==> config.mk <==
export PLATFORM = sky130hd
export DESIGN_NAME = program_loader
export DESIGN_NICKNAME = d
export VERILOG_FILES = /design/src/rtl/program_loader.sv
export SDC_FILE = /design/constraint.sdc
export NUM_CORES = 1
export LEC_CHECK = 0
export CAP_MARGIN = 0
export CORE_MARGIN = 3
export CORE_UTILIZATION = 40
export DETAILED_ROUTE_END_ITERATION = 8
export HOLD_SLACK_MARGIN = 0.03
export PLACE_DENSITY = 0.7
export SLEW_MARGIN = 20
export SYNTH_ARGS = -nofsm -noshare
export SYNTH_HDL_FRONTEND = slang
export SYNTH_SLANG_ARGS = --single-unit
==> constraint.sdc <==
create_clock -name clk -period 3.4 [get_ports clk]
set_input_delay 0.68 -clock clk [delete_from_list [all_inputs] [get_ports clk]]
set_output_delay 0.68 -clock clk [all_outputs]
set_load 0.02 [all_outputs]
==> src/rtl/program_loader.sv <==
// program_loader: receives a length-prefixed, checksummed byte stream from a
// host and writes it as 16-bit words into instruction RAM, holding the CPU
// until the image has been loaded and the checksum has been verified.
//
// Stream layout: LEN (word count N), then N words as hi byte / lo byte,
// then CHK = XOR of the 2N data bytes (LEN not included).
module program_loader #(
    parameter int BASE_ADDR = 0,
    parameter int MAX_WORDS = 255
) (
    input  logic        clk,
    input  logic        reset,
    input  logic        start,
    input  logic [7:0]  byte_in,
    input  logic        byte_valid,
    output logic        byte_ready,
    output logic [7:0]  iram_addr,
    output logic [15:0] iram_data,
    output logic        iram_enable,
    output logic        iram_write_en,
    output logic        cpu_hold,
    output logic        load_done,
    output logic        load_error,
    output logic [8:0]  word_count
);

    // A word count can never exceed what fits in the 8-bit LEN byte, so the
    // limit is clamped to that range before it is used in comparisons.
    localparam int MAX_CLAMP = (MAX_WORDS > 255) ? 255 : ((MAX_WORDS < 0) ? 0 : MAX_WORDS);
    localparam logic [7:0] MAX_LEN   = 8'(MAX_CLAMP);
    localparam logic [9:0] BASE_EXT  = 10'(BASE_ADDR);
    localparam logic [7:0] BASE_BYTE = 8'(BASE_ADDR);

    typedef enum logic [2:0] {
        IDLE  = 3'd0,
        LEN   = 3'd1,
        HI    = 3'd2,
        LO    = 3'd3,
        WRITE = 3'd4,
        CHK   = 3'd5,
        DONE  = 3'd6,
        ERR   = 3'd7
    } loaderState;

    loaderState stateReg;
    loaderState stateNext;

    logic [7:0] lenReg;        // latched word count N
    logic [7:0] hiReg;         // hi byte of the word being assembled
    logic [7:0] accReg;        // running XOR of data bytes
    logic [7:0] wrPtr;         // address the next word will be written to
    logic [8:0] wordCountReg;  // words written in this load
    logic [7:0] addrReg;       // address presented to instruction RAM
    logic [15:0] dataReg;      // word presented to instruction RAM

    logic       xfer;
    logic       canStart;
    logic       lenBad;
    logic [9:0] lenEnd;
    logic       lastWord;
    logic       chkGood;
    logic       readyDec;
    logic       writeDec;

    // A byte moves only when the host offers one and the loader wants one.
    assign xfer = byte_valid & readyDec;

    // A new load may only be launched from a resting state.
    assign canStart = start & ((stateReg == IDLE) | (stateReg == DONE) | (stateReg == ERR));

    // One past the last address the image would occupy; above 256 means the
    // image would run off the end of the RAM, which is rejected rather than
    // wrapped.
    assign lenEnd = BASE_EXT + {2'b00, byte_in};
    assign lenBad = (byte_in == 8'd0) | (byte_in > MAX_LEN) | (lenEnd > 10'd256);

    // True while in WRITE when the word being written is the final one.
    assign lastWord = ((wordCountReg + 9'd1) == {1'b0, lenReg});

    assign chkGood = (byte_in == accReg);

    // State register: synchronous active-low reset forces IDLE.
    always_ff @(posedge clk) begin
        if (!reset) begin
            stateReg <= IDLE;
        end else begin
            stateReg <= stateNext;
        end
    end

    // Next-state logic: resting states respond to start, loading states
    // advance only on a byte transfer (WRITE advances unconditionally).
    always_comb begin
        stateNext = stateReg;
        case (stateReg)
            IDLE, DONE, ERR: begin
                if (canStart) begin
                    stateNext = LEN;
                end else begin
                    stateNext = stateReg;
                end
            end
            LEN: begin
                if (xfer) begin
                    if (lenBad) begin
                        stateNext = ERR;
                    end else begin
                        stateNext = HI;
                    end
                end else begin
                    stateNext = LEN;
                end
            end
            HI: begin
                if (xfer) begin
                    stateNext = LO;
                end else begin
                    stateNext = HI;
                end
            end
            LO: begin
                if (xfer) begin
                    stateNext = WRITE;
                end else begin
                    stateNext = LO;
                end
            end
            WRITE: begin
                if (lastWord) begin
                    stateNext = CHK;
                end else begin
                    stateNext = HI;
                end
            end
            CHK: begin
                if (xfer) begin
                    if (chkGood) begin
                        stateNext = DONE;
                    end else begin
                        stateNext = ERR;
                    end
                end else begin
                    stateNext = CHK;
                end
            end
            default: begin
                stateNext = IDLE;
            end
        endcase
    end

    // Output decode from the current state. The write strobe is also gated
    // by reset so a word pending in WRITE is dropped when reset arrives in
    // that same cycle.
    always_comb begin
        readyDec   = 1'b0;
        writeDec   = 1'b0;
        cpu_hold   = 1'b0;
        load_done  = 1'b0;
        load_error = 1'b0;
        case (stateReg)
            IDLE: begin
                cpu_hold = 1'b0;
            end
            LEN, HI, LO, CHK: begin
                readyDec = 1'b1;
                cpu_hold = 1'b1;
            end
            WRITE: begin
                writeDec = reset;
                cpu_hold = 1'b1;
            end
            DONE: begin
                load_done = 1'b1;
            end
            ERR: begin
                cpu_hold   = 1'b1;
                load_error = 1'b1;
            end
            default: begin
                cpu_hold = 1'b0;
            end
        endcase
    end

    assign byte_ready    = readyDec;
    assign iram_write_en = writeDec;
    assign iram_enable   = writeDec;
    assign iram_addr     = addrReg;
    assign iram_data     = dataReg;
    assign word_count    = wordCountReg;

    // Datapath: length, byte assembly, checksum accumulation, and the RAM
    // address/data registers, which change only when a word is completed so
    // they hold steady outside the write strobe.
    always_ff @(posedge clk) begin
        if (!reset) begin
            lenReg       <= 8'd0;
            hiReg        <= 8'd0;
            accReg       <= 8'd0;
            wrPtr        <= 8'd0;
            wordCountReg <= 9'd0;
            addrReg      <= 8'd0;
            dataReg      <= 16'd0;
        end else begin
            case (stateReg)
                IDLE, DONE, ERR: begin
                    if (canStart) begin
                        lenReg       <= 8'd0;
                        accReg       <= 8'd0;
                        wrPtr        <= BASE_BYTE;
                        wordCountReg <= 9'd0;
                    end
                end
                LEN: begin
                    if (xfer && !lenBad) begin
                        lenReg <= byte_in;
                    end
                end
                HI: begin
                    if (xfer) begin
                        hiReg  <= byte_in;
                        accReg <= accReg ^ byte_in;
                    end
                end
                LO: begin
                    if (xfer) begin
                        accReg  <= accReg ^ byte_in;
                        dataReg <= {hiReg, byte_in};
                        addrReg <= wrPtr;
                    end
                end
                WRITE: begin
                    wordCountReg <= wordCountReg + 9'd1;
                    // The pointer stops at the final address instead of
                    // stepping past 255 on the last word.
                    if (!lastWord) begin
                        wrPtr <= wrPtr + 8'd1;
                    end
                end
                CHK: begin
                    accReg <= accReg;
                end
                default: begin
                    accReg <= accReg;
                end
            endcase
        end
    end

endmodule

# Word level (Yosys, flattened, before mapping)
# Cells that the tools add are included.
dict set report classes {
  mul 0
  div 0
  n_reduce_logical 17
  mux 23
  n_bitwise 7
  eq_ne 13
  shift 0
  add_sub_neg 2
  n_lt_le_gt_ge 2
}
# op count
set op_table {}
lappend op_table {{$pmux W8 S2} 3}
lappend op_table {{$mux W8} 4}
lappend op_table {{$mux W3} 6}
lappend op_table {{$pmux W3 S6} 1}
lappend op_table {{$pmux W9 S2} 1}
lappend op_table {{$eq A3 B3 Y1 const B} 4}
lappend op_table {{$add A9 B1 Y9 const B} 1}
lappend op_table {{$eq A9 B8 Y1} 1}
lappend op_table {{$gt A8 B9 Y1 const B} 1}
lappend op_table {{$mux W9} 1}
lappend op_table {{$reduce_and A3 Y1} 3}
lappend op_table {{$add A8 B1 Y8 const B} 1}
lappend op_table {{$eq A8 B8 Y1} 1}
lappend op_table {{$gt A8 B8 Y1 const B} 1}
lappend op_table {{$logic_not A8 Y1} 1}
lappend op_table {{$xor A8 B8 Y8} 1}
lappend op_table {{$mux W1} 7}
lappend op_table {{$eq A3 B2 Y1 const B} 2}
lappend op_table {{$ne A2 B2 Y1 const B} 3}
lappend op_table {{$reduce_and A2 Y1} 3}
lappend op_table {{$reduce_bool A2 Y1} 3}
lappend op_table {{$reduce_or A6 Y1} 1}
lappend op_table {{$or A1 B1 Y1} 4}
lappend op_table {{$reduce_or A4 Y1} 1}
lappend op_table {{8 further kinds} 9}
dict set report totals {
  romBits 0
  latch_bits 0
  ff_bits 68
  memories 0
  word_cells 72
  ram_bits 0
}

# Logic depth before layout (Yosys ltp)
dict set report logic_depth {
  depth_word 7
  ltp_mapped 9
}

# Worst setup path before layout
# OpenSTA, ideal clock, no wires.
dict set report synth_timing {
  path_kind {reg-to-reg}
  startpoint {register wordCountReg[0], in the netlist word_count[0]}
  endpoint {register wrPtr[4]}
  arrival_time_ps 2272
  path_buffers 1
  setup_ps 74
  setup_slack_ps 1054
  path_stages_with_launch 9
  required_time_ps 3326
  cell_sequence {dfxtp_1 > ha_1 > and3_1 > nand3_2 > xnor2_4 > a2111oi_4 > buf_6 > or4b_1 > a31oi_1}
}
dict set report synth_between {
  elab_chain_cells 4
}
# item line_no
set synth_lines {}
lappend synth_lines {{start: declaration} 52} ;# logic [8:0] wordCountReg;
lappend synth_lines {{start signal: assignment} 234} ;# wordCountReg <= wordCountReg + 9'd1;
lappend synth_lines {{$add A9 B1 Y9} 78} ;# assign lastWord = ((wordCountReg + 9'd1) == {1'b0, lenReg});
lappend synth_lines {{$eq A9 B8 Y1} 78}
lappend synth_lines {{$ne A2 B2 Y1 (no line)} n/a}
lappend synth_lines {{$reduce_and A3 Y1 (no line)} n/a}
lappend synth_lines {{end signal: assignment} 238} ;# wrPtr <= wrPtr + 8'd1;
lappend synth_lines {{end: declaration} 51} ;# logic [7:0] wrPtr;
# Every way passes these cells.
# A chain may end at the register's enable or synchronous reset.

# Worst setup path in the final report
dict set report layout_timing {
  startpoint {register stateReg[1]}
  endpoint {output port cpu_hold}
}
dict set report layout_between {
  elab_chain_cells 3
  elab_cells_between_ends 8
  cone_classes {6 x eq/ne; 1 x mux; 1 x reduce/logical}
}
# item line_no
set layout_lines {}
lappend layout_lines {{start: declaration} 45} ;# loaderState stateReg;
lappend layout_lines {{start signal: assignment} 87} ;# stateReg <= stateNext;
lappend layout_lines {{$eq A3 B3 Y1 (tied with other cells)} 161} ;# case (stateReg)
lappend layout_lines {{$reduce_or A6 Y1 (no line) *} n/a}
lappend layout_lines {{$mux W1 *} 161}
lappend layout_lines {{end: declaration} 21} ;# output logic cpu_hold,
# Every way passes the cells marked *; elsewhere a longest branch is shown, timed or not.

==> results.toml <==
[outcome]
outcome = "complete, no violations"

[worst_setup_path]
start_kind = "flop"
maximum_fanout_along_the_worst_path = 18
timing.critical_path.cells = "ha_1, inv_1, nand2_1, clkdlybuf4s50_1"
path_buf_inv = 2
cp_slowest_stage_delay_ns = 0.77
critical_path_s_top_delay_family = "buffers and inverters"
critPathCaptureType = "primary output"
timing.critical_path.required_ns = 2.72
worst_ep_arrival_ns = 2.36
crit_type = "reg2out"
critical_path_cell_with_the_highest_stage_delay = "sky130_fd_sc_hd__dfxtp_1"

[sta]
setup_tns_ns = 0
timing.final.setup_violations = 0
timing.final.hold_violations = 0
final_period_minus_worst_setup_slack_ns = 3.04
fmax_mhz = 329
slew-limit-headroom_pct = 54.2
slew_violations = 0
setup_slack_ns = 0.364
worst-slew-pin-transition_ns = 0.686
hold_ws_ns = 0.456
post-route-period-util_pct = 89.3
rsz_0062_raised_after_global_routing = "false"
timing.clock.skew_ns = 0.0107

[cts]
post-cts-setup-buffers = 0
numCtsBuffers = 9
cts.reportedPaths.clkPinSlew_ns = 0.08
htreeDepth = 3
cts.path.max_buffers = 2
cts_sinks = 68
tritoncts = "done"
cell_at_the_root_of_the_clock_tree = "sky130_fd_sc_hd__clkbuf_8"
worstSkewPairLatency_ns = 0.34

[floorplan]
design.core.area_sq_mm = 0.00838
die_area_sq_mm = 0.00995
die_height_um = 99.8
placement_rows = 33
floorplan.die.width_um = 99.8
io_pins = 51
initial_core_util_pct = 41.9

[cells_and_area]
layout.nets = 503
share_of_final_layout_standard_cells_stronger_than_drive_strength_1_pct = 6.71
instances_no_fill = 597
area_growth_from_synthesis_to_final_layout_pct = 22.8
antennaDiodeCount = 0

[detailed_routing]
drt-initial-drc-count = 229
antenna_left = 0
routed_length_per_placed_instance_um = 15.1
routed_wl_um = 8990
route.detailed.vias_per_inst = 5.55
route.detailed.drc = 0
drt_first_pass_iters = 4
routed-via-count = 3316

[grt]
pin_count_of_the_biggest_net_entering_global_routing = 65
grt_pass1_wl_um = 15200
vias_in_the_first_global_route = 3208
grt_util_all_layers_pct = 18.7
antenna_found_initial = 0
grt_overflow = 0

[synthesis]
synth-main-ff-cell = "sky130_fd_sc_hd__dfxtp_1"
synth.yosys.seq_area_share_pct = 38.7
post_synth.cell_area_avg_sq_um = 7.87
post_synth_inst_count = 447
synth_nets = 463
synth.lib_cells_used.distinct = 57
synth_area_sq_mm = 0.00352
synth.yosys.warnings = 0
synth.ff_latch_count = 68
synth-async-reset-ratio_pct = 0
edff_count_synth = 0

[pwr]
switching_share_pct = 32.1
power.ir.vdd_worst_uv = 320
comb_pwr_share_pct = 25.7
clockPowerShare_pct = 35.4
seq_power_share_pct = 38.9
power_internal_mw = 1.55
power.density_mw_per_mm2 = 527
switching_power_mw = 0.731
p_leak_nw = 1.55

[min_path]
worst_hold_path_type = "reg2reg"

[placement]
dp.cells = 581
final_hpwl_dp_um = 6230
preCtsSetupSlack_ns = 0.535
port_buffers = 50
routabilityCongestion = 0.847

[run]
drv_cap = 0
[worst paths after layout]
path | from | endpoint | slack (ns) | cells after the start
max reg2reg | stateReg[1] | wrPtr[2] | 0.54 | 7
max | stateReg[1] | cpu_hold | 0.36 | 4
min reg2reg | iram_data[9] | iram_data[9] | 0.46 | 2
min | iram_data[9] | iram_data[9] | 0.46 | 2
[layout by cell type (no fill, tap or decap), types with 6 or more instances in the layout]
cell                               n
sky130_fd_sc_hd__nand2_1          76
sky130_fd_sc_hd__a21oi_1          56
sky130_fd_sc_hd__nor2b_1          10
sky130_fd_sc_hd__nor2_1           45
sky130_fd_sc_hd__dfxtp_1          67
sky130_fd_sc_hd__clkdlybuf4s50_1  50
sky130_fd_sc_hd__clkbuf_8          9
sky130_fd_sc_hd__o21ai_0          18
sky130_fd_sc_hd__nand4_1           7
sky130_fd_sc_hd__and3_1            6
sky130_fd_sc_hd__nand3_1          17
sky130_fd_sc_hd__mux2i_1           8
sky130_fd_sc_hd__nand2b_1         16
sky130_fd_sc_hd__buf_4             6
sky130_fd_sc_hd__inv_1             6
[power by group through the flow]
stage,Sequential [mW],Combinational [mW],Clock (mW)
finish,0.886,0.585,0.806
floorplan,0.873,0.449,0
detailed placement,0.904,0.584,0
global route,0.892,0.642,0.859
global placement,0.902,0.578,0
CTS,0.886,0.588,0.819
[worst reg2reg max path: cells and delay by family, from the launching register on]
family                   cells  cell delay, ns
adder cells (fa/ha/maj)      1            0.35
AO/OA/AOI/OAI                5            1.35
buffers and inverters        1            0.29
flip-flops                   1            0.77
[cell families after synthesis]
group | count (synthesis) | synth area share [%]
simple gates | 209 | 29.6
buf+inv | 35 | 4.31
compound gates | 114 | 20.9
fa+ha+maj | 4 | 1.42
xor+xnor | 9 | 2.78
mux | 8 | 2.28
flops | 68 | 38.7
[cell type report]
| type | instances | area [sq um] |
|---|---|---|
| fill | 821 | 4070 |
| clock buffer | 10 | 128 |
| clock inverter | 6 | 113 |
| multi-input combinational | 344 | 2000 |
| tap | 105 | 131 |
| inverter | 8 | 33.8 |
| timing repair buffer | 56 | 546 |
| sequential | 68 | 1360 |
[per-stage QoR]
stage,power [mW],area (sq um),util [%]
after global routing,2.39,4320,51.5
after global placement,1.48,4070,48.6
after floorplan,1.32,3520,-
final,2.28,4320,51.5
after detailed placement,1.49,4070,48.6
after CTS,2.29,4310,51.4
[cell usage after synthesis, drive strengths merged, types with 5 or more instances]
master,number,area share (%)
a21oi,56,8.0
and3,6,1.1
buf,7,1.3
clkbuf,20,2.1
dfxtp,68,39
inv,7,0.75
mux2i,8,2.3
nand2,76,8.1
nand2b,16,2.8
nand3,18,2.7
nand4,8,1.9
nor2,45,4.8
nor2b,10,1.8
nor3,6,1.3
o21ai,21,3.0
or3,5,1.0
xnor2,5,1.8
[per-layer routing]
layer | GRT usage [%] | wire, um | share of wire, % | vias to the layer above
li1 | - | - | - | 1658
met1 | 23.7 | 4030 | 45 | 1579
met2 | 30.8 | 4480 | 50 | 69
met3 | 4.21 | 341 | 3.8 | 10
met4 | 7.14 | 135 | 1.5 | 0
met5 | 0 | 0 | 0 | -
[registers in the layout (all words and copies together), names as in the netlist]
name / flops
iram_data: 16
word_count: 9
accReg: 8
hiReg: 8
iram_addr: 8
lenReg: 8
wrPtr: 8
stateReg: 3
[timing repair]
action,4_1_cts,5_1_grt
hold buffers,0,0
resized for setup,0,2
endpoints found under the setup margin,0,1
No activity file was read; power rests on OpenSTA's default activity.
